### config.mk
export PLATFORM = sky130hd
export DESIGN_NAME = vga_bouncing_box_flat
export DESIGN_NICKNAME = d
export VERILOG_FILES = /design/src/rtl/vga_pkg.sv /design/src/rtl/vga_bouncing_box_if.sv /design/src/rtl/box_axis.sv /design/src/rtl/vga_bouncing_box.sv /design/src/flat_wrapper.sv
export SDC_FILE = /design/constraint.sdc
export NUM_CORES = 1
export LEC_CHECK = 0
export CAP_MARGIN = 20
export CORE_UTILIZATION = 41
export DETAILED_ROUTE_END_ITERATION = 6
export DONT_BUFFER_PORTS = 1
export PLACE_DENSITY = 0.52
export SLEW_MARGIN = 20
export SYNTH_ARGS = -nofsm -noshare
export SYNTH_HDL_FRONTEND = slang
export SYNTH_SLANG_ARGS = --single-unit
### constraint.sdc
create_clock -name clk -period 3.1 [get_ports clk]
set_input_delay 0.31 -clock clk [delete_from_list [all_inputs] [get_ports clk]]
set_output_delay 0.31 -clock clk [all_outputs]
set_load 0.01 [all_outputs]
### src/rtl/vga_pkg.sv
// Shared constants for the VGA pixel path: visible-area size, coordinate width
// and the one-bit direction encoding used by the bouncing-box axes.
package vga_pkg;

    localparam int H_VISIBLE = 640;
    localparam int V_VISIBLE = 480;
    localparam int COORD_W   = 10;

    typedef enum logic {
        DIR_POS = 1'b0,
        DIR_NEG = 1'b1
    } dir_t;

endpackage

### src/rtl/vga_bouncing_box_if.sv
// Pixel-stage bundle: sync-generator coordinates, board controls and the registered colour.
interface vga_bouncing_box_if #(
    parameter int COLOR_W = 3
);
    import vga_pkg::*;

    logic [COLOR_W-1:0] switch;
    logic               pause;
    logic [COORD_W-1:0] pixel_x;
    logic [COORD_W-1:0] pixel_y;
    logic               video_on;
    logic [COLOR_W-1:0] rgb;

    modport master (output switch, pause, pixel_x, pixel_y, video_on, input rgb);
    modport slave  (input switch, pause, pixel_x, pixel_y, video_on, output rgb);

endinterface

### src/rtl/box_axis.sv
// One axis of the bouncing box: position/direction register pair that steps by STEP
// on step_en and reflects off 0 and LIMIT; flip pulses combinationally on a reflection.
module box_axis
    import vga_pkg::*;
#(
    parameter int LIMIT = 600,
    parameter int STEP  = 1,
    parameter int INIT  = 320
) (
    input  logic               clk,
    input  logic               reset,
    input  logic               step_en,
    output logic [COORD_W-1:0] pos,
    output logic               flip
);

    logic [COORD_W-1:0] r_pos;
    dir_t               r_dir;
    logic [COORD_W-1:0] w_posNext;
    dir_t               w_dirNext;
    logic [COORD_W:0]   w_posUp;
    logic [COORD_W:0]   w_posWide;

    // One spare bit so pos+STEP cannot wrap before the limit compare.
    assign w_posWide = {1'b0, r_pos};
    assign w_posUp   = w_posWide + (COORD_W+1)'(STEP);

    always_comb begin
        w_posNext = r_pos;
        w_dirNext = r_dir;
        flip      = 1'b0;
        if (step_en) begin
            if (r_dir == DIR_POS) begin
                if (w_posUp >= (COORD_W+1)'(LIMIT)) begin
                    w_posNext = COORD_W'(LIMIT);
                    w_dirNext = DIR_NEG;
                    flip      = 1'b1;
                end else begin
                    w_posNext = w_posUp[COORD_W-1:0];
                end
            end else begin
                if (w_posWide <= (COORD_W+1)'(STEP)) begin
                    w_posNext = '0;
                    w_dirNext = DIR_POS;
                    flip      = 1'b1;
                end else begin
                    w_posNext = r_pos - COORD_W'(STEP);
                end
            end
        end
    end

    always_ff @(posedge clk or posedge reset) begin
        if (reset) begin
            r_pos <= COORD_W'(INIT);
            r_dir <= DIR_POS;
        end else begin
            r_pos <= w_posNext;
            r_dir <= w_dirNext;
        end
    end

    assign pos = r_pos;

endmodule

### src/rtl/vga_bouncing_box.sv
// Pixel generator drawing a square that bounces once per frame on a background colour.
// Optional macro BOUNCE_COLOR_EN xors the box colour with a count of bounces.
module vga_bouncing_box
    import vga_pkg::*;
#(
    parameter int                  COLOR_W  = 3,
    parameter int                  SIZE     = 40,
    parameter int                  STEP     = 1,
    parameter int                  X_INIT   = 320,
    parameter int                  Y_INIT   = 220,
    parameter logic [COLOR_W-1:0]  BG_COLOR = 3'b110
) (
    input  logic                   clk,
    input  logic                   reset,
    vga_bouncing_box_if.slave      bus
);

    logic               r_tickMatchD;
    logic [COLOR_W-1:0] r_rgb;
    logic               w_match;
    logic               w_frameTick;
    logic               w_stepEn;
    logic [COORD_W-1:0] w_xPos;
    logic [COORD_W-1:0] w_yPos;
    logic               w_flipX;
    logic               w_flipY;
    logic               w_squareOn;
    logic [COLOR_W-1:0] w_boxColor;
    logic [COORD_W:0]   w_xEnd;
    logic [COORD_W:0]   w_yEnd;

    // The first blanking line start is held for several clocks on slow pixel clocks; fire once.
    assign w_match     = (bus.pixel_y == COORD_W'(V_VISIBLE)) && (bus.pixel_x == '0);
    assign w_frameTick = w_match && !r_tickMatchD;
    assign w_stepEn    = w_frameTick && !bus.pause;

    box_axis #(.LIMIT(H_VISIBLE - SIZE), .STEP(STEP), .INIT(X_INIT)) u_axisX (
        .clk     (clk),
        .reset   (reset),
        .step_en (w_stepEn),
        .pos     (w_xPos),
        .flip    (w_flipX)
    );

    box_axis #(.LIMIT(V_VISIBLE - SIZE), .STEP(STEP), .INIT(Y_INIT)) u_axisY (
        .clk     (clk),
        .reset   (reset),
        .step_en (w_stepEn),
        .pos     (w_yPos),
        .flip    (w_flipY)
    );

    assign w_xEnd     = {1'b0, w_xPos} + (COORD_W+1)'(SIZE);
    assign w_yEnd     = {1'b0, w_yPos} + (COORD_W+1)'(SIZE);
    assign w_squareOn = (bus.pixel_x >= w_xPos) && ({1'b0, bus.pixel_x} < w_xEnd) &&
                        (bus.pixel_y >= w_yPos) && ({1'b0, bus.pixel_y} < w_yEnd);

`ifdef BOUNCE_COLOR_EN
    logic [COLOR_W-1:0] r_bounceCnt;

    // A corner hit flips both axes in one tick but counts as a single bounce.
    always_ff @(posedge clk or posedge reset) begin
        if (reset) begin
            r_bounceCnt <= '0;
        end else if (w_frameTick && (w_flipX || w_flipY)) begin
            r_bounceCnt <= r_bounceCnt + 1'b1;
        end
    end

    assign w_boxColor = bus.switch ^ r_bounceCnt;
`else
    logic w_unusedFlips;

    assign w_unusedFlips = w_flipX | w_flipY;
    assign w_boxColor    = bus.switch;
`endif

    always_ff @(posedge clk or posedge reset) begin
        if (reset) begin
            r_tickMatchD <= 1'b0;
            r_rgb        <= '0;
        end else begin
            r_tickMatchD <= w_match;
            if (!bus.video_on) begin
                r_rgb <= '0;
            end else if (w_squareOn) begin
                r_rgb <= w_boxColor;
            end else begin
                r_rgb <= BG_COLOR;
            end
        end
    end

    assign bus.rgb = r_rgb;

endmodule

### src/flat_wrapper.sv
// flat-port wrapper written by rule: the top's interface ports become plain ports
module vga_bouncing_box_flat import vga_pkg::*;
#(
    parameter int                  COLOR_W  = 3,
    parameter int                  SIZE     = 40,
    parameter int                  STEP     = 1,
    parameter int                  X_INIT   = 320,
    parameter int                  Y_INIT   = 220,
    parameter logic [COLOR_W-1:0]  BG_COLOR = 3'b110
)
  (clk, reset, bus_switch, bus_pause, bus_pixel_x, bus_pixel_y, bus_video_on, bus_rgb);
  vga_bouncing_box_if #(.COLOR_W(COLOR_W)) bus_i ();
  input  logic clk;
  input  logic reset;
  input wire logic [$bits(bus_i.switch)-1:0] bus_switch;
  input wire logic [$bits(bus_i.pause)-1:0] bus_pause;
  input wire logic [$bits(bus_i.pixel_x)-1:0] bus_pixel_x;
  input wire logic [$bits(bus_i.pixel_y)-1:0] bus_pixel_y;
  input wire logic [$bits(bus_i.video_on)-1:0] bus_video_on;
  output wire logic [$bits(bus_i.rgb)-1:0] bus_rgb;
  assign bus_i.switch = bus_switch;
  assign bus_i.pause = bus_pause;
  assign bus_i.pixel_x = bus_pixel_x;
  assign bus_i.pixel_y = bus_pixel_y;
  assign bus_i.video_on = bus_video_on;
  assign bus_rgb = bus_i.rgb;
  vga_bouncing_box #(.COLOR_W(COLOR_W), .SIZE(SIZE), .STEP(STEP), .X_INIT(X_INIT), .Y_INIT(Y_INIT), .BG_COLOR(BG_COLOR)) u_core (.clk(clk), .reset(reset), .bus(bus_i));
endmodule
---- After elaboration in Yosys (flattened, before gate mapping) ----
Cells that the tools add are included.
storage, ports and cells
  bits in registers ....................... 26
  input port bits ......................... 27
  output and inout port bits .............. 3
  logic and storage cells ................. 44
operators by class
  $add $sub $neg .......................... 6
  order comparisons ....................... 8
  eq/ne operators ......................... 1
  mux-type cells .......................... 14
  reductions and logical operators ........ 9
operators with widths
  kind                                                                               number
  10-bit two-way mux                                                                 6
  10-bit by 1-bit adder with 11-bit output, second input constant                    2
  10-bit by 6-bit adder with 11-bit output, second input constant                    2
  10-bit by 11-bit < comparator with 1-bit output                                    2
  10-bit >= comparator                                                               2
  10-bit by 1-bit less-or-equal comparator with 1-bit output, second input constant  2
  10-bit by 1-bit subtractor with 10-bit output, second input constant               2
  11-bit by 10-bit >= comparator with 1-bit output, second input constant            1
  11-bit by 9-bit >= comparator with 1-bit output, second input constant             1
  10-bit by 9-bit equality test with 1-bit output, second input constant             1
  10-bit logical NOT                                                                 1
  1-bit logical AND                                                                  6
  1-bit two-way mux                                                                  6
  3-bit two-way mux                                                                  2
  1-bit logical NOT                                                                  2

---- Logic depth before layout (Yosys ltp) ----
  depth after elaboration ................. 7
  depth in mapped cells ................... 11
  mapped depth without buffers ............ 10

---- By module ----
A second synthesis with hierarchy kept.
unflattened totals
  cell total of the unflattened synthesis .. 443
  area total of the unflattened synthesis .. 3559.7 um2
by module, submodules not included
  module                      times used  cells each  area an instance (um2)  seq. area each (um2)
  box_axis at u_core.u_axisY  1           153         1238.7                  281.5
  vga_bouncing_box            1           148         1223.7                  100.1
  box_axis at u_core.u_axisX  1           142         1097.3                  277.8

---- Worst setup path after synthesis ----
Ideal clock, no wire load.
  path type ............................... reg2reg
  from .................................... register u_core.u_axisY.r_pos[3] (netlist: u_core.u_axisY.pos[3])
  to ...................................... register u_core.r_rgb[1] (netlist: u_core.bus.rgb[1])
  library setup time ...................... 0.119 ns
  arrival time ............................ 2.369 ns
  required time ........................... 2.981 ns
  setup slack ............................. 0.612 ns
  cell stages (with the launch flop) ...... 11
  path buffers ............................ 1
  period minus slack after synthesis ...... 2.488 ns
  path through ............................ dfstp_2 -> clkbuf_1 -> a21oi_1 -> xnor2_1 -> ha_1 -> a211o_1 -> o2111ai_1 -> a21oi_1 -> o221ai_1 -> nand4b_1 -> o21a_1
on the way
  longest elaborated chain between the ends .. 5
  elaborated cells on any way between the ends .. 7
  classes of those cells .................. add/sub (1); order compare (2); mux (2); reduce/logical (2)
ends and longest elaborated chain
  what                                                                                  line                                            source
  start, declared                                                                       box_axis.sv:17                                  logic [COORD_W-1:0] r_pos;
  start signal, assigned                                                                box_axis.sv:55                                  r_pos <= COORD_W'(INIT);
  start signal, assigned                                                                box_axis.sv:58                                  r_pos <= w_posNext;
  10-bit by 6-bit adder with 11-bit output or 10-bit >= comparator (tied branches)      vga_bouncing_box.sv:54, vga_bouncing_box.sv:56
  10-bit by 11-bit < comparator with 1-bit output or 1-bit logical AND (tied branches)  vga_bouncing_box.sv:56, vga_bouncing_box.sv:55
  1-bit logical AND *                                                                   vga_bouncing_box.sv:56                          (bus.pixel_y >= w_yPos) && ({1'b0, bus.pixel_y} < w_yEnd);
  3-bit two-way mux *                                                                   vga_bouncing_box.sv:86                          end else if (w_squareOn) begin
  3-bit two-way mux *                                                                   vga_bouncing_box.sv:84                          if (!bus.video_on) begin
  end signal, assigned                                                                  vga_bouncing_box.sv:87                          r_rgb <= w_boxColor;
  end, declared                                                                         vga_bouncing_box.sv:19                          logic [COLOR_W-1:0] r_rgb;
Mark *: on every way between the ends. The rest lies on a longest branch, timed or not.
A chain may end at the register's enable or synchronous reset.

---- Final worst setup path ----
  from .................................... register u_core.u_axisY.r_pos[4] (netlist: u_core.u_axisY.pos[4])
  to ...................................... register u_core.u_axisY.r_pos[3] (netlist: u_core.u_axisY.pos[3])
on the way
  longest elaborated chain between the ends .. 4
  elaborated cells on any way between the ends .. 6
  classes of those cells .................. add/sub (1); order compare (2); mux (3)
ends and longest elaborated chain
  what                                             line            source
  10-bit by 1-bit adder with 11-bit output         box_axis.sv:26  assign w_posUp = w_posWide + (COORD_W+1)'(STEP);
  11-bit by 9-bit >= comparator with 1-bit output  box_axis.sv:34  if (w_posUp >= (COORD_W+1)'(LIMIT)) begin
  10-bit two-way mux                               box_axis.sv:34
  10-bit two-way mux *                             box_axis.sv:33  if (r_dir == DIR_POS) begin
Marked as above.

==> flow_metrics.py <==
metrics = {
    "floorplan": {
        "die_w_um": 90.3,
        "dieHeight_um": 90.3,
        "core.rowCount": 31,
        "die-area_um2": 8160,
        "design.core.area_um2": 7410,
        "io_pins": 30,
        "start_util": 0.432,
    },
    "power": {
        "p_leak_nw": 1.39,
        "irDropWorstVdd_mv": 0.152,
        "powerDensity_nw_per_um2": 185,
    },
    "sta": {
        "final_max_slew_viol_count": 0,
        "setup_violations": 0,
        "worst_pin_slew_ps": 620,
        "hold_viol": 0,
        "hold_ws_ps": 132,
        "fin_skew_ps": 5.84,
        "relSlewSlack": 0.586,
        "period_share": 0.934,
        "post-route-min-period_ps": 2890,
        "max_freq_mhz": 346,
        "timing.setup.tns_ps": 0,
        "grt_setup_unrepaired": "no",
    },
    "detailed_routing": {
        "vias": 3119,
        "routed_wl_mm": 8.79,
        "vias_per_cell": 6.25,
        "drt-pass1-iter-count": 5,
        "ant_nets": 0,
        "wl_per_cell_um": 17.6,
        "first_iter_violations": 284,
        "route.detailed.drc": 0,
    },
    "synthesis": {
        "netlist_instances": 408,
        "syn_avg_cell_area_um2": 7.84,
        "synth_area_um2": 3200,
        "synth_compound_area_frac": 0.301,
        "synth_xor_area_frac": 0.0356,
        "yosysWarnings": 0,
        "ys_seq_area_frac": 0.206,
        "synth_top_area_share": 0.172,
        "synth_cell_types": 64,
        "synth_mux_area_frac": 0.00665,
        "yosys.area_share.adder": 0.172,
        "synth_async_sr_flop_share": 1.00,
        "synthSimpleGateAreaFrac": 0.212,
        "ys_top_cells_by_area": "ha_1 17%, dfrtp_1 15%, dfstp_2 5.8%",
        "synthFlopType": "dfrtp_1",
        "synth_top_family_by_area": "compound AO/OA/AOI/OAI gates",
        "synth_top_area_cell": "ha_1",
        "synth-edff-count": 0,
        "synth_seq_cells": 26,
        "synth_fp_nets": 479,
    },
    "setup_path": {
        "r2r-end": "u_core.u_axisY.pos[3]$_DFFE_PP1P_",
        "arrival_ps": 3110,
        "crit_fanout": 15,
        "crit_type": "reg -> reg",
        "crit_chain": "ha_1, nand4_1, nor4_1, mux2_2, o21ai_1, a21oi_1, a21o_1",
        "slowest_stage": "dfstp_2",
        "end_kind": "register",
        "cp-start-kind": "register",
        "r2r_setup_slack_ps": 210,
        "critPathRequiredTime_ps": 3320,
        "r2r_cells": 7,
        "slowest_delay_ps": 710,
        "timing.rr.start": "u_core.u_axisY.pos[4]$_DFFE_PP1P_",
    },
    "clocking": {
        "cts-root-buf": "clkbuf_8",
        "clock-sinks": 26,
        "post-cts-setup-buffers": 0,
        "clk_latency_ps": 280,
        "clkTransAtPathRegs_ps": 100,
        "clockBufferDepth": 2,
        "htreeDepth": 1,
        "cts_buffers": 3,
        "cts_tree": "built",
    },
    "cells_and_area": {
        "drive_gt1_frac": 0.0775,
        "seq_area_um2": 659,
        "nNetsFinal": 472,
        "fillers": 779,
        "final_common_cell": "ha_1",
        "multi_input_area_um2": 2330,
        "area_delta_synth_final_pct": 5.71,
        "stdcell_count": 499,
        "layout_common_cells": "44 x ha_1, 29 x nand2_1, 26 x nor2_1, 26 x inv_1, 22 x o21ai_0",
        "antenna-diode-count": 0,
    },
    "placed_design": {
        "hpwl_mm": 6.87,
        "dp_cells": 493,
        "portBuffers": 0,
        "gp_routability_congestion": 0.903,
    },
    "status": {
        "status": "finished, final reports clean",
    },
    "global_route": {
        "antenna_found_initial": 0,
        "grt.total_usage": 0.221,
        "grt_first_pass_wirelength_mm": 14.6,
        "grt_overflow_total": 0,
        "grt_start_max_net_pins": 30,
        "first_global_vias": 2905,
    },
    "worst_hold_path": {
        "hold_path_end": "u_core.bus.rgb[2]$_DFF_PP0_",
        "hold_class": "in -> reg",
        "hp-start": "bus_video_on",
        "min_path_cells": 1,
    },
    "run": {
        "drv_cap": 0,
    },
}
-- critical path, delay by kind of cell, from the launching register on --
kind | cells | cell delay (ps)
AOI/OAI and AO/OA | 3 | 700
muxes | 1 | 400
DFF | 1 | 710
and+or+nand+nor | 2 | 730
adders and majority gates | 1 | 280
-- what timing repair did --
action,4_1_cts,5_1_grt
endpoints found under the hold margin,0,6
endpoints found under the setup margin,0,1
hold buffers,0,1
resized for setup,0,1
-- state kept, by name (all words and copies together) (netlist names) --
| name | count |
|---|---|
| u_core.bus.rgb | 3 |
| u_core.r_tickMatchD | 1 |
| u_core.u_axisX.pos | 10 |
| u_core.u_axisX.r_dir | 1 |
| u_core.u_axisY.pos | 10 |
| u_core.u_axisY.r_dir | 1 |
-- worst max path at each step --
stage / start / to / cells past startpoint
2_1_floorplan: u_core.u_axisY.pos[3]$_DFFE_PP1P_ / u_core.bus.rgb[1]$_DFF_PP0_ / 10
3_3_place_gp: u_core.u_axisY.pos[4]$_DFFE_PP1P_ / u_core.u_axisY.pos[3]$_DFFE_PP1P_ / 7
3_5_place_dp: u_core.u_axisY.pos[4]$_DFFE_PP1P_ / u_core.u_axisY.pos[3]$_DFFE_PP1P_ / 7
4_1_cts: u_core.u_axisY.pos[4]$_DFFE_PP1P_ / u_core.u_axisY.pos[3]$_DFFE_PP1P_ / 7
5_1_grt: u_core.u_axisY.pos[4]$_DFFE_PP1P_ / u_core.u_axisY.pos[3]$_DFFE_PP1P_ / 7
6_report: u_core.u_axisY.pos[4]$_DFFE_PP1P_ / u_core.u_axisY.pos[3]$_DFFE_PP1P_ / 7
-- report_power, final --
part | switching (mW) | internal (mW) | total (mW)
logic | 0.0338 | 0.0339 | 0.0677
clock network | 0.122 | 0.0925 | 0.214
registers | 0.00142 | 0.341 | 0.343
total | 0.157 | 0.468 | 0.624
-- metal layers --
layer	vias up	track usage	part of all wire	wire length, um
met1	1463	0.336	0.51	4440
li1	1525	-	-	-
met2	119	0.331	0.42	3660
met5	-	0	0	0
met3	12	0.0253	0.067	587
met4	0	0.0470	0.012	103
-- per-stage QoR --
| stage | util | instance area (um2) | power [mW] | worst slack [ps] |
|---|---|---|---|---|
| 3_3_place_gp | 0.445 | 3290 | 0.410 | 362 |
| 4_1_cts | 0.451 | 3340 | 0.630 | 270 |
| 5_1_grt | 0.456 | 3380 | 0.663 | 55.3 |
| 6_report | 0.456 | 3380 | 0.624 | 206 |
| 3_5_place_dp | 0.445 | 3290 | 0.412 | 298 |
| 2_1_floorplan | - | 3200 | 0.397 | 612 |
-- cells by family after synthesis --
family	after synthesis
AO/OA/AOI/OAI	141
XOR/XNOR	13
adder cells (fa/ha/maj)	44
buffers and inverters	53
flip-flops	26
multiplexers	2
AND/OR/NAND/NOR	129
-- cells in the mapped netlist, types with 5 or more instances --
master and count:
xnor2_1 11, a211o_1 6, dfrtp_1 19, nor2_1 26, nor4_1 5, a21o_1 5
o21ai_1 16, dfstp_2 7, a31oi_1 14, nand3_1 9, nor2b_1 8, o31ai_1 6
a21oi_1 18, buf_2 8, ha_1 44, and3_1 7, o2111ai_1 6, nor3_1 18
o21ai_0 22, clkbuf_1 14, nand2_1 29, o21a_1 8, o211ai_1 7, nand2b_1 5
nand4_1 8, inv_1 26
-- final cells by class --
type | instances | area share
Sequential cell | 26 | 0.195
Timing Repair Buffer | 12 | 0.0333
Inverter | 29 | 0.0322
Tap cell | 99 | 0.0366
Clock buffer | 4 | 0.0133
Multi-Input combinational cell | 329 | 0.689
No activity file was read; power rests on OpenSTA's default activity.
==> variant (same flow settings) <==
`COLOR_W` is set to 3 in 3 places; all go to 6.
--- a/src/rtl/vga_bouncing_box_if.sv
+++ b/src/rtl/vga_bouncing_box_if.sv
@@ -1,5 +1,5 @@
 // Pixel-stage bundle: sync-generator coordinates, board controls and the registered colour.
 interface vga_bouncing_box_if #(
-    parameter int COLOR_W = 3
+    parameter int COLOR_W = 6
 );
     import vga_pkg::*;
--- a/src/rtl/vga_bouncing_box.sv
+++ b/src/rtl/vga_bouncing_box.sv
@@ -4,5 +4,5 @@
     import vga_pkg::*;
 #(
-    parameter int                  COLOR_W  = 3,
+    parameter int                  COLOR_W  = 6,
     parameter int                  SIZE     = 40,
     parameter int                  STEP     = 1,
--- a/src/flat_wrapper.sv
+++ b/src/flat_wrapper.sv
@@ -2,5 +2,5 @@
 module vga_bouncing_box_flat import vga_pkg::*;
 #(
-    parameter int                  COLOR_W  = 3,
+    parameter int                  COLOR_W  = 6,
     parameter int                  SIZE     = 40,
     parameter int                  STEP     = 1,
Interface: changed (resized bus_rgb and bus_switch); port bits go from 30 to 36. No check against the original RTL was run, so the function may have changed too.
==> variant against the original RTL <==
- first-iteration DRC count down 24%
- synthesized cell count grew 6.9%
- utilization is 0.12 points higher
- non-clock buffer count is the same
- synthesized area increased by 4.7%
- critical path depth up 2
- total power increased by 28%
- critical path type unchanged
- design area grew 5.7%
- cell count up 6.8%
- setup slack gained 0.071 ns
- wire length grew 6.2%
- sequential cell count is 3 higher
==> variant: results (changes against the original RTL) <==
Drt
  • Drt wl/cell: 17.52 um (-0.57%)
  • Via count: 3227 (+3.5%)
  • Post-Route WL: 9.336 mm (+6.2%)
  • DR pass1 iterations: 7 (+2)

Clock network
  • Clock transition at path regs: 0.07 ns (-0.03 ns)
  • Num CTS Buffers: 5 (+2)
  • Clk Latency, worst-skew pair: 0.30 ns (+0.02 ns)

Hold path
  • End point of the worst hold path: u_core.bus.rgb[3]
  • Min-Delay Path Depth: 2 (+1)

Critical path
  • R2R Setup Slk: 0.28 ns (+0.07 ns)
  • Max FO, Critical Path: 14 (-1)
  • Crit path DAT: 3.00 ns (-0.11 ns)

Power and ir drop
  • Peak supply drop: 0.1237 mV (-19%)

Global route
  • Largest net degree at the start of global routing: 20 (-33%)
  • First-pass GRT wire length: 15.61 mm (+6.7%)
  • GRT Util Overall: 0.2319 (+0.01119)

Layout
  • Layout cells sized above 1: 0.08817 (+0.01067)

Logic synthesis
  • Ranking of synthesized cells by area: dfrtp_1 (16%), ha_1 (16%), o21ai_0 (5.7%)
  • Top post-synthesis cells by count: ha_1 (44), o21ai_0 (38), a21oi_1 (32), nand2_1 (32), inv_1 (30)
  • Sequential area share after synthesis: 0.2194 (+0.01326)
  • Synth Instances: 436 (+6.9%)
  • Synth Net Count: 510 (+6.5%)

STA
  • Hold slack: 0.1286 ns (-0.003153 ns)
  • Setup Skew: 0.007519 ns (+0.001678 ns)

Run status
  • Status: finished clean

Place
  • Pre-CTS setup slack: 0.2287 ns (-0.06886 ns)
[variant: cell types whose count changed in the layout (fill, tap and decap cells not counted), sizes merged, moves of 6 or more]
cell and change:
o21a -7, nor3 +9, a21oi +14, nand3 +6
[variant: what timing repair did]
action	CTS	global route
gates resized for setup	0	3
hold endpoints to repair	11	0
setup endpoints to repair	0	6
hold buffers	1	0
[variant: cells by family after synthesis]
kind of cell,after synthesis,synth area share
AND/OR/NAND/NOR,153,0.2419
multiplexers,4,0.01196
AO/OA/AOI/OAI,134,0.2546
adder cells (fa/ha/maj),44,0.1645
XOR/XNOR,15,0.03925
buffers and inverters,57,0.06841
flip-flops,29,0.2194
[variant: power breakdown]
| part | leakage, nW | internal (W) | switching, W |
|---|---|---|---|
| combinational | 0.993 | 0.0000326 | 0.0000384 |
| clock | 0.0512 | 0.000180 | 0.000168 |
| sequential | 0.354 | 0.000381 | 0.00000191 |
[variant: cell type report]
| class | count | area (um2) |
|---|---|---|
| multi-input combinational | 350 | 2401 |
| clock buffer | 6 | 82.58 |
| tap | 102 | 127.6 |
| clock inverter | 2 | 13.76 |
| sequential | 29 | 734.5 |
| fill | 808 | 4235 |
| inverter | 32 | 120.1 |
| timing repair buffer | 12 | 92.59 |
[variant: worst reg2reg max path, cell delays in order, from the launching register on]
cell	delay (ns)
dfstp_2	0.67
a21oi_1	0.17
xnor2_1	0.16
ha_1	0.29
a211o_1	0.31
o2111ai_1	0.18
a21oi_1	0.07
a2111oi_2	0.37
o31ai_2	0.18
o31a_1	0.28
[variant: per-layer routing]
layer | routed length, um | track usage
met1 | 4725 | 0.3442
met2 | 3921 | 0.3444
met3 | 573 | 0.03941
met4 | 116 | 0.05859
met5 | 0 | 0
